**config.mk**
```make
export PLATFORM = sky130hd
export DESIGN_NAME = data_mem_bytelane_flat
export DESIGN_NICKNAME = d
export VERILOG_FILES = /design/src/rtl/data_mem_bytelane_if.sv /design/src/rtl/data_mem_bytelane.sv /design/src/flat_wrapper.sv
export SDC_FILE = /design/constraint.sdc
export NUM_CORES = 2
export LEC_CHECK = 0
export CORE_AREA = 2 2 624 750
export DETAILED_ROUTE_END_ITERATION = 8
export DIE_AREA = 0 0 626 752
export PLACE_DENSITY = 0.58
export SYNTH_ARGS = -nofsm -noshare
export SYNTH_HDL_FRONTEND = slang
export SYNTH_SLANG_ARGS = --single-unit
```
**constraint.sdc**
```tcl
create_clock -name clock -period 10.2 [get_ports clock]
set_clock_uncertainty 0.05 [all_clocks]
set_input_delay 2.04 -clock clock [delete_from_list [all_inputs] [get_ports clock]]
set_output_delay 2.04 -clock clock [all_outputs]
set_load 0.005 [all_outputs]
```
**src/rtl/data_mem_bytelane_if.sv**
```systemverilog
// Request/response bundle between the MEM stage and the byte-lane data memory.
interface data_mem_bytelane_if #(
    parameter int unsigned ADDR_WIDTH = 9
) ();
    logic [ADDR_WIDTH-1:0] address;
    logic [31:0]           write_data;
    logic                  MemWrite;
    logic                  MemRead;
    logic [1:0]            size;
    logic                  unsigned_ld;
    logic [31:0]           read_data;
    logic                  read_valid;
    logic                  misaligned;
    logic                  ready;

    modport master (
        output address, write_data, MemWrite, MemRead, size, unsigned_ld,
        input  read_data, read_valid, misaligned, ready
    );

    modport slave (
        input  address, write_data, MemWrite, MemRead, size, unsigned_ld,
        output read_data, read_valid, misaligned, ready
    );
endinterface

```
**src/rtl/data_mem_bytelane.sv**
```systemverilog
// Byte-addressed little-endian data memory with byte-lane stores, sign/zero-extending
// registered loads, misalignment flagging and a post-reset zero-fill sweep.
module data_mem_bytelane #(
    parameter int unsigned DEPTH      = 128,
    parameter int unsigned ADDR_WIDTH = 9,
    parameter bit          INIT_CLEAR = 1'b1
) (
    input logic                clock,
    input logic                reset_n,
    data_mem_bytelane_if.slave bus
);
    localparam int unsigned IdxW = $clog2(DEPTH);

    typedef enum logic [0:0] {StClear, StRun} state_e;

    state_e          state_q, state_d;
    logic [IdxW-1:0] cnt_q, cnt_d;
    logic            ready_q, ready_d;
    logic            clear_we;

    logic [31:0]     mem_q [DEPTH];
    logic [IdxW-1:0] idx;
    logic [1:0]      lane;
    logic            bad;
    logic [31:0]     rd_word;
    logic [7:0]      byte_sel;
    logic [15:0]     half_sel;
    logic [31:0]     load_val;
    logic [3:0]      be;
    logic [31:0]     wword;
    logic [IdxW-1:0] wr_idx;

    logic [31:0]     read_data_q, read_data_d;
    logic            read_valid_q, read_valid_d;
    logic            misaligned_q, misaligned_d;

    assign idx  = bus.address[ADDR_WIDTH-1:2];
    assign lane = bus.address[1:0];

    // FSM state register
    always_ff @(posedge clock or negedge reset_n) begin
        if (!reset_n) begin
            state_q <= INIT_CLEAR ? StClear : StRun;
            cnt_q   <= '0;
            ready_q <= 1'b0;
        end else begin
            state_q <= state_d;
            cnt_q   <= cnt_d;
            ready_q <= ready_d;
        end
    end

    // FSM next state
    always_comb begin
        state_d = state_q;
        cnt_d   = cnt_q;
        case (state_q)
            StClear: begin
                cnt_d = cnt_q + 1'b1;
                if (cnt_q == IdxW'(DEPTH - 1)) state_d = StRun;
            end
            default: state_d = StRun;
        endcase
    end

    // FSM outputs; ready is registered so it rises on the edge that clears the last word
    always_comb begin
        clear_we = (state_q == StClear);
        ready_d  = (state_d == StRun);
    end

    always_comb begin
        case (bus.size)
            2'b00:   bad = 1'b0;
            2'b01:   bad = bus.address[0];
            2'b10:   bad = |bus.address[1:0];
            default: bad = 1'b1;
        endcase
    end

    always_comb begin
        rd_word  = mem_q[idx];
        byte_sel = rd_word[{lane, 3'b000} +: 8];
        half_sel = rd_word[{lane[1], 4'b0000} +: 16];
        case (bus.size)
            2'b00:   load_val = {{24{~bus.unsigned_ld & byte_sel[7]}}, byte_sel};
            2'b01:   load_val = {{16{~bus.unsigned_ld & half_sel[15]}}, half_sel};
            default: load_val = rd_word;
        endcase
    end

    // Store data is replicated across lanes so the enables alone pick the target bytes
    always_comb begin
        be     = 4'b0000;
        wword  = 32'h0;
        wr_idx = idx;
        if (clear_we) begin
            be     = 4'b1111;
            wr_idx = cnt_q;
        end else if (ready_q && bus.MemWrite && !bad) begin
            case (bus.size)
                2'b00: begin
                    be    = 4'b0001 << lane;
                    wword = {4{bus.write_data[7:0]}};
                end
                2'b01: begin
                    be    = lane[1] ? 4'b1100 : 4'b0011;
                    wword = {2{bus.write_data[15:0]}};
                end
                default: begin
                    be    = 4'b1111;
                    wword = bus.write_data;
                end
            endcase
        end
    end

    always_ff @(posedge clock) begin
        for (int b = 0; b < 4; b++) begin
            if (be[b]) mem_q[wr_idx][8*b +: 8] <= wword[8*b +: 8];
        end
    end

    always_comb begin
        read_data_d  = read_data_q;
        read_valid_d = 1'b0;
        misaligned_d = 1'b0;
        if (ready_q) begin
            misaligned_d = (bus.MemRead | bus.MemWrite) & bad;
            read_valid_d = bus.MemRead;
            if (bus.MemRead) read_data_d = bad ? 32'h0 : load_val;
        end
    end

    always_ff @(posedge clock or negedge reset_n) begin
        if (!reset_n) begin
            read_data_q  <= 32'h0;
            read_valid_q <= 1'b0;
            misaligned_q <= 1'b0;
        end else begin
            read_data_q  <= read_data_d;
            read_valid_q <= read_valid_d;
            misaligned_q <= misaligned_d;
        end
    end

    assign bus.read_data  = read_data_q;
    assign bus.read_valid = read_valid_q;
    assign bus.misaligned = misaligned_q;
    assign bus.ready      = ready_q;
endmodule
```
**src/flat_wrapper.sv**
```systemverilog
// flat-port wrapper written by rule: the top's interface ports become plain ports
module data_mem_bytelane_flat 
#(
    parameter int unsigned DEPTH      = 128,
    parameter int unsigned ADDR_WIDTH = 9,
    parameter bit          INIT_CLEAR = 1'b1
)
  (clock, reset_n, bus_address, bus_write_data, bus_MemWrite, bus_MemRead, bus_size, bus_unsigned_ld, bus_read_data, bus_read_valid, bus_misaligned, bus_ready);
  data_mem_bytelane_if #(.ADDR_WIDTH(ADDR_WIDTH)) bus_i ();
  input logic clock;
  input logic reset_n;
  input wire logic [$bits(bus_i.address)-1:0] bus_address;
  input wire logic [$bits(bus_i.write_data)-1:0] bus_write_data;
  input wire logic [$bits(bus_i.MemWrite)-1:0] bus_MemWrite;
  input wire logic [$bits(bus_i.MemRead)-1:0] bus_MemRead;
  input wire logic [$bits(bus_i.size)-1:0] bus_size;
  input wire logic [$bits(bus_i.unsigned_ld)-1:0] bus_unsigned_ld;
  output wire logic [$bits(bus_i.read_data)-1:0] bus_read_data;
  output wire logic [$bits(bus_i.read_valid)-1:0] bus_read_valid;
  output wire logic [$bits(bus_i.misaligned)-1:0] bus_misaligned;
  output wire logic [$bits(bus_i.ready)-1:0] bus_ready;
  assign bus_i.address = bus_address;
  assign bus_i.write_data = bus_write_data;
  assign bus_i.MemWrite = bus_MemWrite;
  assign bus_i.MemRead = bus_MemRead;
  assign bus_i.size = bus_size;
  assign bus_i.unsigned_ld = bus_unsigned_ld;
  assign bus_read_data = bus_i.read_data;
  assign bus_read_valid = bus_i.read_valid;
  assign bus_misaligned = bus_i.misaligned;
  assign bus_ready = bus_i.ready;
  data_mem_bytelane #(.DEPTH(DEPTH), .ADDR_WIDTH(ADDR_WIDTH), .INIT_CLEAR(INIT_CLEAR)) u_core (.clock(clock), .reset_n(reset_n), .bus(bus_i));
endmodule
```
==> flow_metrics.py <==
metrics = {
    "setup_path": {
        "crit_buf_inv": 1,
        "cp_slowest_cell": "nor2_2",
        "setup.worst_path.end_class": "flop",
        "worstPathCellList": "buf_16 -> mux2i_1 -> or2_2 -> nor2_2 -> nand2_1 -> nor2_1",
        "worstPathMaxFanout": 87,
        "path_class": "input pin to flop",
        "start_kind": "input pin",
        "cp.required_ps": 10730,
        "worstPathArrival_ps": 6780,
        "max_stage_delay_ps": 1100,
        "critical-path-top-delay-family": "simple AND/OR/NAND/NOR gates",
    },
    "timing": {
        "slew_violations": 3,
        "post-route-period-util_pct": 61.31,
        "final-hold-violation-count": 0,
        "setup_viol": 0,
        "max_freq_mhz": 159.9,
        "worst_hold_slack_ps": 474.0,
        "tightest_slew_ps": 1596,
        "rsz0062_at_grt": "no",
        "min_period_ps": 6254,
        "setup_ws_ps": 3946,
        "max_slew_margin_pct": -7.540,
        "fin_tns_setup_ps": 0,
    },
    "clock_network": {
        "clkSlewWorstSetupHoldPaths_ps": 60,
        "numCtsBuffers": 407,
        "worst_skew_pair.late_latency_ps": 990,
        "htreeDepth": 5,
        "cts_root_buffer": "clkbuf_16",
        "cts_tree": "done",
        "ctsResizeCount": 0,
        "postCtsSetupRepairBufs": 0,
        "cts.path.max_buffers": 4,
        "clock-sinks": 4138,
        "hold_buffers": 0,
    },
    "layout": {
        "fin_area_mm2": 0.1836,
        "area_growth_pct": 13.61,
        "fin_nets": 7715,
        "layout-drive-gt1-share_pct": 26.09,
    },
    "synth": {
        "yosys.area_share.adder_pct": 0.007744,
        "yosys_warnings": 0,
        "ys.flop_type": "edfxtp_1",
        "ys_seq_area_share_pct": 76.78,
        "syn_area_per_cell_um2": 21.94,
        "ys_ff_latch": 4138,
        "yosys.area_share.simple_pct": 2.899,
        "synth_compound_area_share_pct": 1.403,
        "synth.mux.area_fraction_pct": 17.47,
        "synth_top_family_by_area": "multiplexers",
        "yosysTopAreaCell": "edfxtp_1",
        "synth.distinct_cells": 64,
        "synth-xor-area-share_pct": 0.03795,
        "synth-edff-count": 4096,
        "synth_top_area_share_pct": 76.13,
        "ys_async_sr_fraction_pct": 1.015,
        "syn_inst": 7365,
        "syn-num-nets": 7414,
        "yosys-top-cells-area": "edfxtp_1 (76%), mux4_2 (17%), nor2_1 (1.5%)",
        "synth_area_mm2": 0.1616,
    },
    "placed_design": {
        "dpl_cell_area_mm2": 0.1703,
        "pre_cts_ws_ps": 2947,
        "dp_hpwl_um": 307000,
        "globalplace.congestion": 0.9521,
        "port_buffers": 82,
    },
    "route": {
        "routed_wl_um": 461200,
        "drcViolationCount": 0,
        "drt_pass1_iterations": 8,
        "post_drt_wl_per_cell_um": 32.42,
        "routed-via-count": 79220,
        "first_iter_violations": 10220,
        "ant_nets": 0,
        "via_per_inst": 5.568,
    },
    "flow_run": {
        "maxCapViolations": 2,
    },
    "grt": {
        "grt-ovfl-total": 0,
        "grt_usage_pct": 19.26,
        "grt_max_degree": 129,
        "grt_pass1_vias": 80050,
        "grt_pass1_wl_um": 639300,
        "antenna_found_initial": 29,
    },
    "outcome": {
        "status": "finished, violations left",
        "violations": "max-capacitance violations, max-slew violations",
    },
    "die": {
        "floorplan.die_area_mm2": 0.4708,
        "io-pin-count": 83,
        "start_util_pct": 34.88,
        "row_count": 274,
        "die_h_um": 752,
        "core-area_mm2": 0.4632,
        "fp.dieW_um": 626,
    },
    "min_path": {
        "hold_path.class": "flop to flop",
    },
    "pwr": {
        "ir_drop_mv": 0.1498,
        "leakagePower_uw": 0.04716,
        "power.density_mw_per_mm2": 186.8,
    },
}
-- synth_stat cells (6+ instances only) --
cell type,number
a2111oi_0,7
a211o_1,23
a211oi_1,22
a21o_1,14
a21oi_1,46
a22oi_1,69
a31oi_1,27
a32o_1,7
a32oi_1,21
and2_1,27
and4_1,7
buf_1,27
buf_2,100
buf_4,61
buf_6,41
clkbuf_1,182
dfrtp_1,42
edfxtp_1,4096
inv_1,7
mux2_2,10
mux2i_1,131
mux4_2,1190
nand2_1,347
nand2b_1,8
nand3_1,53
nand4_1,11
nor2_1,628
nor2b_1,12
nor3_1,22
o211ai_1,10
o21ai_0,26
o221ai_1,9
o22ai_1,12
or3_1,9
xnor2_1,6
-- stage by stage --
step	total power, uW	utilization (%)	std cells
6_report	34290	39.63	14230
5_1_grt	35130	39.62	14210
4_1_cts	34500	39.62	14210
3_5_place_dp	19600	36.76	13470
3_3_place_gp	19610	36.72	13460
2_1_floorplan	19310	-	7365
-- logic make-up (layout without fill, tap and decap cells) --
kind of cell / Yosys count / in the layout
AO/OA/AOI/OAI: 317 / 317
AND/OR/NAND/NOR: 1147 / 1147
flip-flops: 4138 / 4138
XOR/XNOR: 7 / 7
adder cells (fa/ha/maj): 1 / 1
multiplexers: 1331 / 1331
other: 0 / 18
buffers and inverters: 424 / 1058
-- flip-flops by register name, summed over array words and instances, names as in the netlist --
signal,flops
u_core.state_q,1
u_core.bus.read_valid,1
u_core.bus.read_data,32
u_core.mem_q,4096
u_core.cnt_q,7
u_core.bus.misaligned,1
-- layout by cell type, fill, tap and decap left out, types with 20 or more instances in the layout --
cell type        Yosys  final
edfxtp_1          4096   4096
mux4_2            1190   1190
nor2_1             628    582
clkbuf_16            0    411
nand2_1            347    347
buf_4               61    201
mux2i_1            131    124
clkinv_1             4    101
clkbuf_1           182     76
clkinv_2             0     73
clkdlybuf4s50_1      0     73
a22oi_1             69     69
nand3_1             53     52
bufinv_16            0     45
dfrtp_1             42     42
a21oi_1             46     37
nor2_2               3     33
a31oi_1             27     26
o21ai_0             26     25
a211o_1             23     23
a211oi_1            22     22
a32oi_1             21     21
nor3_1              22     20
-- power by group --
group	switching, uW	leakage [uW]	internal (uW)
clock	6510	0.00644	8550
sequential	0	0.0291	18400
combinational	556	0.0116	295
-- path summary, 6_finish.rpt --
path	from	to	slack, ps	cells after the start
setup reg to reg	u_core.state_q$_DFF_PN0_	u_core.mem_q[104][24]$_DFFE_PP_	4570	6
hold reg to reg	u_core.cnt_q[2]$_DFFE_PN0N_	u_core.cnt_q[2]$_DFFE_PN0N_	470	1
max in group asynchronous	reset_n	u_core.bus.read_data[21]$_DFFE_PN0P_	8480	2
hold / removal	u_core.cnt_q[2]$_DFFE_PN0N_	u_core.cnt_q[2]$_DFFE_PN0N_	470	1
min in group asynchronous	reset_n	u_core.bus.read_valid$_DFF_PN0_	1090	2
setup / recovery	bus_address[2]	u_core.mem_q[91][10]$_DFFE_PP_	3950	6
-- layer usage --
metal  GRT usage [%]  routed length (um)
met4           7.822               22060
met3           5.117               43950
met5               0                  61
met2           31.68              222600
met1           24.22              172500
-- final cells by class --
cell class | count | area [um2]
flip-flops and latches | 4138 | 124000
diodes | 18 | 45.04
clock buffers | 487 | 10570
fillers | 40700 | 279600
repair buffers | 305 | 2739
clock inverters | 255 | 2676
well taps | 6210 | 7770
inverters | 11 | 50.05
multi-input cells | 2803 | 35650
Power figures use the tool's default switching activity.
